## config.mk

```make
export PLATFORM = sky130hd
export DESIGN_NAME = demux_stream_flat
export DESIGN_NICKNAME = d
export VERILOG_FILES = /design/src/rtl/demux_stream_if.sv /design/src/rtl/demux_stream.sv /design/src/flat_wrapper.sv
export SDC_FILE = /design/constraint.sdc
export NUM_CORES = 1
export LEC_CHECK = 0
export CORE_ASPECT_RATIO = 0.75
export CORE_MARGIN = 4
export CORE_UTILIZATION = 48
export CTS_CLUSTER_DIAMETER = 120
export CTS_CLUSTER_SIZE = 20
export DETAILED_ROUTE_END_ITERATION = 10
export PLACE_DENSITY = 0.75
export REMOVE_ABC_BUFFERS = 1
export SLEW_MARGIN = 20
export SYNTH_ARGS = -nofsm -noshare
export SYNTH_HDL_FRONTEND = slang
export SYNTH_SLANG_ARGS = --single-unit
export TNS_END_PERCENT = 100
```

## constraint.sdc

```tcl
create_clock -name clk -period 4.5 [get_ports clk]
set_clock_uncertainty 0.1 [all_clocks]
set_input_delay 0.9 -clock clk [delete_from_list [all_inputs] [get_ports clk]]
set_output_delay 0.9 -clock clk [all_outputs]
set_load 0.005 [all_outputs]
```

## src/rtl/demux_stream_if.sv

```systemverilog
// Stream bundle for the 1-to-4 demux: one routed input stream, four output channels
// and the packed per-channel accept counters.
interface demux_stream_if #(
  parameter int WIDTH = 4,
  parameter int CW    = 8
);
  logic [WIDTH-1:0] din;
  logic [1:0]       y;
  logic             din_valid;
  logic             din_ready;

  logic [WIDTH-1:0] dout_a, dout_b, dout_c, dout_d;
  logic             a_valid, b_valid, c_valid, d_valid;
  logic             a_ready, b_ready, c_ready, d_ready;

  logic [4*CW-1:0]  cnt;

  modport master (
    output din, y, din_valid,
    output a_ready, b_ready, c_ready, d_ready,
    input  din_ready,
    input  dout_a, dout_b, dout_c, dout_d,
    input  a_valid, b_valid, c_valid, d_valid,
    input  cnt
  );

  modport slave (
    input  din, y, din_valid,
    input  a_ready, b_ready, c_ready, d_ready,
    output din_ready,
    output dout_a, dout_b, dout_c, dout_d,
    output a_valid, b_valid, c_valid, d_valid,
    output cnt
  );
endinterface

```

## src/rtl/demux_stream.sv

```systemverilog
// 1-to-4 stream demux with a 2-entry FWFT FIFO per channel; a write shows at dout 1 cycle later.
// din_ready drops only when the selected channel is full, so one stalled consumer blocks only its own channel.
module demux_stream #(
  parameter int WIDTH = 4,
  parameter int CW    = 8
) (
  input logic           clk,
  input logic           rst,
  demux_stream_if.slave s
);

  typedef enum logic [1:0] {
    EMPTY = 2'd0,
    ONE   = 2'd1,
    FULL  = 2'd2
  } occ_e;

  occ_e             occ_q  [4];
  occ_e             occ_d  [4];
  logic [WIDTH-1:0] head_q [4];
  logic [WIDTH-1:0] head_d [4];
  logic [WIDTH-1:0] tail_q [4];
  logic [WIDTH-1:0] tail_d [4];
  logic [CW-1:0]    cnt_q  [4];
  logic [CW-1:0]    cnt_d  [4];

  logic [3:0] rdy;
  logic [3:0] push;
  logic [3:0] pop;
  logic       in_fire;

  assign rdy         = {s.d_ready, s.c_ready, s.b_ready, s.a_ready};
  assign s.din_ready = !rst && (occ_q[s.y] != FULL);
  assign in_fire     = s.din_valid && s.din_ready;

  // head_q doubles as the registered dout and keeps the last popped word once empty.
  always_comb begin
    push = '0;
    pop  = '0;
    for (int i = 0; i < 4; i++) begin
      occ_d[i]  = occ_q[i];
      head_d[i] = head_q[i];
      tail_d[i] = tail_q[i];
      cnt_d[i]  = cnt_q[i];
      push[i]   = in_fire && (s.y == 2'(i));
      pop[i]    = (occ_q[i] != EMPTY) && rdy[i];

      if (push[i]) begin
        cnt_d[i] = cnt_q[i] + CW'(1);
      end

      case (occ_q[i])
        EMPTY: begin
          if (push[i]) begin
            head_d[i] = s.din;
            occ_d[i]  = ONE;
          end
        end
        ONE: begin
          if (push[i] && pop[i]) begin
            head_d[i] = s.din;
          end else if (push[i]) begin
            tail_d[i] = s.din;
            occ_d[i]  = FULL;
          end else if (pop[i]) begin
            occ_d[i] = EMPTY;
          end
        end
        FULL: begin
          if (pop[i]) begin
            head_d[i] = tail_q[i];
            occ_d[i]  = ONE;
          end
        end
        default: occ_d[i] = EMPTY;
      endcase
    end
  end

  always_ff @(posedge clk) begin
    for (int i = 0; i < 4; i++) begin
      if (rst) begin
        occ_q[i]  <= EMPTY;
        head_q[i] <= '0;
        tail_q[i] <= '0;
        cnt_q[i]  <= '0;
      end else begin
        occ_q[i]  <= occ_d[i];
        head_q[i] <= head_d[i];
        tail_q[i] <= tail_d[i];
        cnt_q[i]  <= cnt_d[i];
      end
    end
  end

  assign s.dout_a  = head_q[0];
  assign s.dout_b  = head_q[1];
  assign s.dout_c  = head_q[2];
  assign s.dout_d  = head_q[3];
  assign s.a_valid = (occ_q[0] != EMPTY);
  assign s.b_valid = (occ_q[1] != EMPTY);
  assign s.c_valid = (occ_q[2] != EMPTY);
  assign s.d_valid = (occ_q[3] != EMPTY);
  assign s.cnt     = {cnt_q[3], cnt_q[2], cnt_q[1], cnt_q[0]};

endmodule

```

## src/flat_wrapper.sv

```systemverilog
// flat-port wrapper written by rule: the top's interface ports become plain ports
module demux_stream_flat 
#(
  parameter int WIDTH = 4,
  parameter int CW    = 8
)
  (clk, rst, s_din, s_y, s_din_valid, s_a_ready, s_b_ready, s_c_ready, s_d_ready, s_din_ready, s_dout_a, s_dout_b, s_dout_c, s_dout_d, s_a_valid, s_b_valid, s_c_valid, s_d_valid, s_cnt);
  demux_stream_if #(.WIDTH(WIDTH), .CW(CW)) s_i ();
  input logic clk;
  input logic rst;
  input wire logic [$bits(s_i.din)-1:0] s_din;
  input wire logic [$bits(s_i.y)-1:0] s_y;
  input wire logic [$bits(s_i.din_valid)-1:0] s_din_valid;
  input wire logic [$bits(s_i.a_ready)-1:0] s_a_ready;
  input wire logic [$bits(s_i.b_ready)-1:0] s_b_ready;
  input wire logic [$bits(s_i.c_ready)-1:0] s_c_ready;
  input wire logic [$bits(s_i.d_ready)-1:0] s_d_ready;
  output wire logic [$bits(s_i.din_ready)-1:0] s_din_ready;
  output wire logic [$bits(s_i.dout_a)-1:0] s_dout_a;
  output wire logic [$bits(s_i.dout_b)-1:0] s_dout_b;
  output wire logic [$bits(s_i.dout_c)-1:0] s_dout_c;
  output wire logic [$bits(s_i.dout_d)-1:0] s_dout_d;
  output wire logic [$bits(s_i.a_valid)-1:0] s_a_valid;
  output wire logic [$bits(s_i.b_valid)-1:0] s_b_valid;
  output wire logic [$bits(s_i.c_valid)-1:0] s_c_valid;
  output wire logic [$bits(s_i.d_valid)-1:0] s_d_valid;
  output wire logic [$bits(s_i.cnt)-1:0] s_cnt;
  assign s_i.din = s_din;
  assign s_i.y = s_y;
  assign s_i.din_valid = s_din_valid;
  assign s_i.a_ready = s_a_ready;
  assign s_i.b_ready = s_b_ready;
  assign s_i.c_ready = s_c_ready;
  assign s_i.d_ready = s_d_ready;
  assign s_din_ready = s_i.din_ready;
  assign s_dout_a = s_i.dout_a;
  assign s_dout_b = s_i.dout_b;
  assign s_dout_c = s_i.dout_c;
  assign s_dout_d = s_i.dout_d;
  assign s_a_valid = s_i.a_valid;
  assign s_b_valid = s_i.b_valid;
  assign s_c_valid = s_i.c_valid;
  assign s_d_valid = s_i.d_valid;
  assign s_cnt = s_i.cnt;
  demux_stream #(.WIDTH(WIDTH), .CW(CW)) u_core (.clk(clk), .rst(rst), .s(s_i));
endmodule
```

==> qor.yml <==
detailed_routing:
  wl_per_cell_um: 14.9
  drtIter0Drc: 147
  ant_nets: 0
  vias: 2896
  firstDrtPassIters: 4
  viasPerCell: 5.60
  drt-total-wl_mm: 7.71
  drc_errors: 0
timing:
  holdWs_ns: 0.386
  tightest_slew_ns: 0.946
  finalHoldViolations: 0
  min_period_ns: 3.62
  finalCritPeriodShare_pct: 80.4
  clock.fmax_mhz: 276
  final.setup.tns_ns: 0
  maxSlewHeadroom_pct: 36.7
  setup_viol: 0
  final_max_slew_viol_count: 0
  rsz0062_at_grt: "false"
grt:
  globalRoute.totalOverflow: 0
  grt_first_pass_wirelength_mm: 13.3
  antenna_found_initial: 0
  grt_max_degree: 56
  track_usage_pct: 19.4
  grt_pass1_vias: 2727
placed_design:
  numPortBuffers: 65
  placed_cells: 501
  place.gp.congestion: 0.778
  dpl.hpwl_mm: 5.34
synthesis:
  yosysMostFrequentCell: "dfxtp_1"
  synthArstFlopShare_pct: 0
  yosysSeqAreaShare_pct: 43.0
  synthAdderAreaFrac_pct: 1.49
  avgSynthCellArea_um2: 9.02
  yosys.cell_types.count: 41
  syn_area_um2: 3350
  yosysTopAreaCellShare_pct: 43.0
  synth_area_leader_cell: "dfxtp_1"
  synth_top_family_by_area: "simple AND/OR/NAND/NOR gates"
  syn_inst: 372
  ys_warn_count: 0
  synth_xor_area_share_pct: 4.18
  synthMuxAreaShare_pct: 12.6
  synth_area_leaders: "dfxtp_1 (43%), mux2i_1 (12%), nor2_1 (6.7%)"
  yosys_most_used_dff: "dfxtp_1"
  synthSimpleGateAreaFrac_pct: 24.6
  synth_compound_gate_area_share_pct: 10.4
  ys_ff_latch: 72
  yosys-top-cells-count: "dfxtp_1 (72), nor2_1 (60), mux2i_1 (40), clkbuf_1 (23), a21oi_1 (17)"
  synth_edf_count: 0
layout:
  drive_above_1_share_pct: 8.08
  multiInputGateArea_um2: 1790
  post-route-util_pct: 63.4
  final_nets: 445
  antenna_cells: 0
  fillerInstances: 587
  final_cell_count_no_fill: 517
  area_growth_syn_to_layout_pct: 28.6
  seqCellArea_um2: 1440
worst_setup_path:
  path_class: "in2out"
  r2r_setup_slack_ns: 2.44
  cp_common_cell: "clkdlybuf4s50_1"
  timing.rr.end: "u_core.cnt_q[1][1]$_SDFFE_PP0P_"
  cp-start-kind: "input port"
  r2r_start: "u_core.occ_q[1][1]$_SDFFE_PP0P_"
  arrival_ns: 2.62
  cp_data_required_time_ns: 3.50
  path_max_fanout: 2
  endpoint_kind: "primary output"
  critPathLaunch: "s_y[0]"
  cp_slowest_cell: "clkdlybuf4s50_1"
  max_stage_delay_ns: 0.55
  endpoint: "s_din_ready"
  r2r_cells: 4
  critical_path.cell_chain: "clkdlybuf4s50_1, mux4_2, nor2_1, clkdlybuf4s50_1"
power:
  power_per_cell_area_nw_per_um2: 329
  power.internal_mw: 1.13
  clkPwrFrac_pct: 48.0
  swShare_pct: 20.7
  vdd_drop_max_mv: 0.171
  p_sw_mw: 0.293
  p_leak_nw: 1.51
  seqPwrFrac_pct: 45.9
  pwr-share-comb_pct: 6.1
clock_tree:
  post_cts_buffers: 0
  clkLatencyLatePin_ns: 0.34
  clock-sinks: 72
  clkSlewWorstSetupHoldPaths_ns: 0.08
  clockBufferDepth: 2
  cts_tree: "built"
  ctsHoldBuffers: 0
  cts_inserted_buffers: 9
  cts_resized: 0
  htreeDepth: 3
  clockRootBuffer: "clkbuf_8"
die:
  io_pins: 66
  die_w_um: 105
  num_rows: 26
  coreArea_um2: 6800
  dieHeight_um: 80.4
  dieArea_um2: 8400
  initial_core_util_pct: 49.3
run_status:
  status: "finished clean"
min_path:
  min_path_type: "reg2reg"
flow_run:
  maxCapViolations: 0
kinds of logic after synthesis:
logic type / after synthesis
muxes: 41
DFF: 72
xor gates and xnor gates: 16
and+or+nand+nor: 155
buffers and inverters: 31
adders and majority gates: 4
AOI/OAI and AO/OA: 53
layout by cell type, fill, tap and decap left out, types with 8 or more instances in the layout:
master / count
nor4_1: 8
a21oi_1: 17
nor3_1: 9
nor2b_1: 9
o21ai_0: 8
nand2_1: 11
dfxtp_1: 72
nor2_1: 60
xnor2_1: 14
a211oi_1: 16
mux2i_1: 40
or3_1: 9
clkdlybuf4s50_1: 64
clkbuf_8: 10
metrics by stage:
step	cell area (um2)	setup WS [ns]	power (mW)
after floorplan	3250	1.89	0.697
after global placement	4040	0.918	0.750
after detailed placement	4040	0.901	0.752
after CTS	4310	0.901	1.43
after global routing	4310	0.878	1.47
final	4310	0.880	1.42
cell type report:
cell class | count | share of cell area [%]
multi-input cells | 269 | 41.5
flip-flops and latches | 72 | 33.4
repair buffers | 71 | 16.0
clock buffers | 11 | 3.28
clock inverters | 5 | 2.96
well taps | 84 | 2.44
inverters | 5 | 0.435
worst min-delay path by stage:
stage,slack (ns),depth (start not counted),start,to
after floorplan,0.36,2,u_core.tail_q[1][3]$_SDFFE_PP0P_,u_core.tail_q[1][3]$_SDFFE_PP0P_
after global placement,0.36,2,u_core.cnt_q[2][7]$_SDFFE_PP0P_,u_core.cnt_q[2][7]$_SDFFE_PP0P_
after detailed placement,0.38,2,u_core.cnt_q[1][7]$_SDFFE_PP0P_,u_core.cnt_q[1][7]$_SDFFE_PP0P_
after CTS,0.39,2,u_core.cnt_q[1][7]$_SDFFE_PP0P_,u_core.cnt_q[1][7]$_SDFFE_PP0P_
after global routing,0.43,2,u_core.cnt_q[1][7]$_SDFFE_PP0P_,u_core.cnt_q[1][7]$_SDFFE_PP0P_
final,0.39,2,u_core.cnt_q[1][7]$_SDFFE_PP0P_,u_core.cnt_q[1][7]$_SDFFE_PP0P_
power groups by stage:
stage	Combinational [mW]	Clock, mW	Sequential (mW)
after floorplan	0.0315	0	0.666
after global placement	0.0839	0	0.666
after detailed placement	0.0860	0	0.666
after CTS	0.0870	0.691	0.652
after global routing	0.0953	0.724	0.653
final	0.0867	0.682	0.652
flip-flops by register name (all words and copies together) (netlist names):
register / flops
u_core.cnt_q: 32
u_core.head_q: 16
u_core.occ_q: 8
u_core.tail_q: 16
critical path: cells and delay by family:
| kind | cells | cell delay [ns] |
|---|---|---|
| AND/OR/NAND/NOR | 1 | 0.14 |
| buffers and inverters | 2 | 1.07 |
| multiplexers | 1 | 0.50 |
routing by layer:
layer / share of wire, % / track usage [%] / vias up
met5: 0 / 0 / -
met4: 0.32 / 5.05 / 0
met3: 4.1 / 5.14 / 2
met2: 46 / 30.8 / 66
met1: 49 / 26.3 / 1383
li1: - / - / 1445
(Power assumes the default switching activity.)
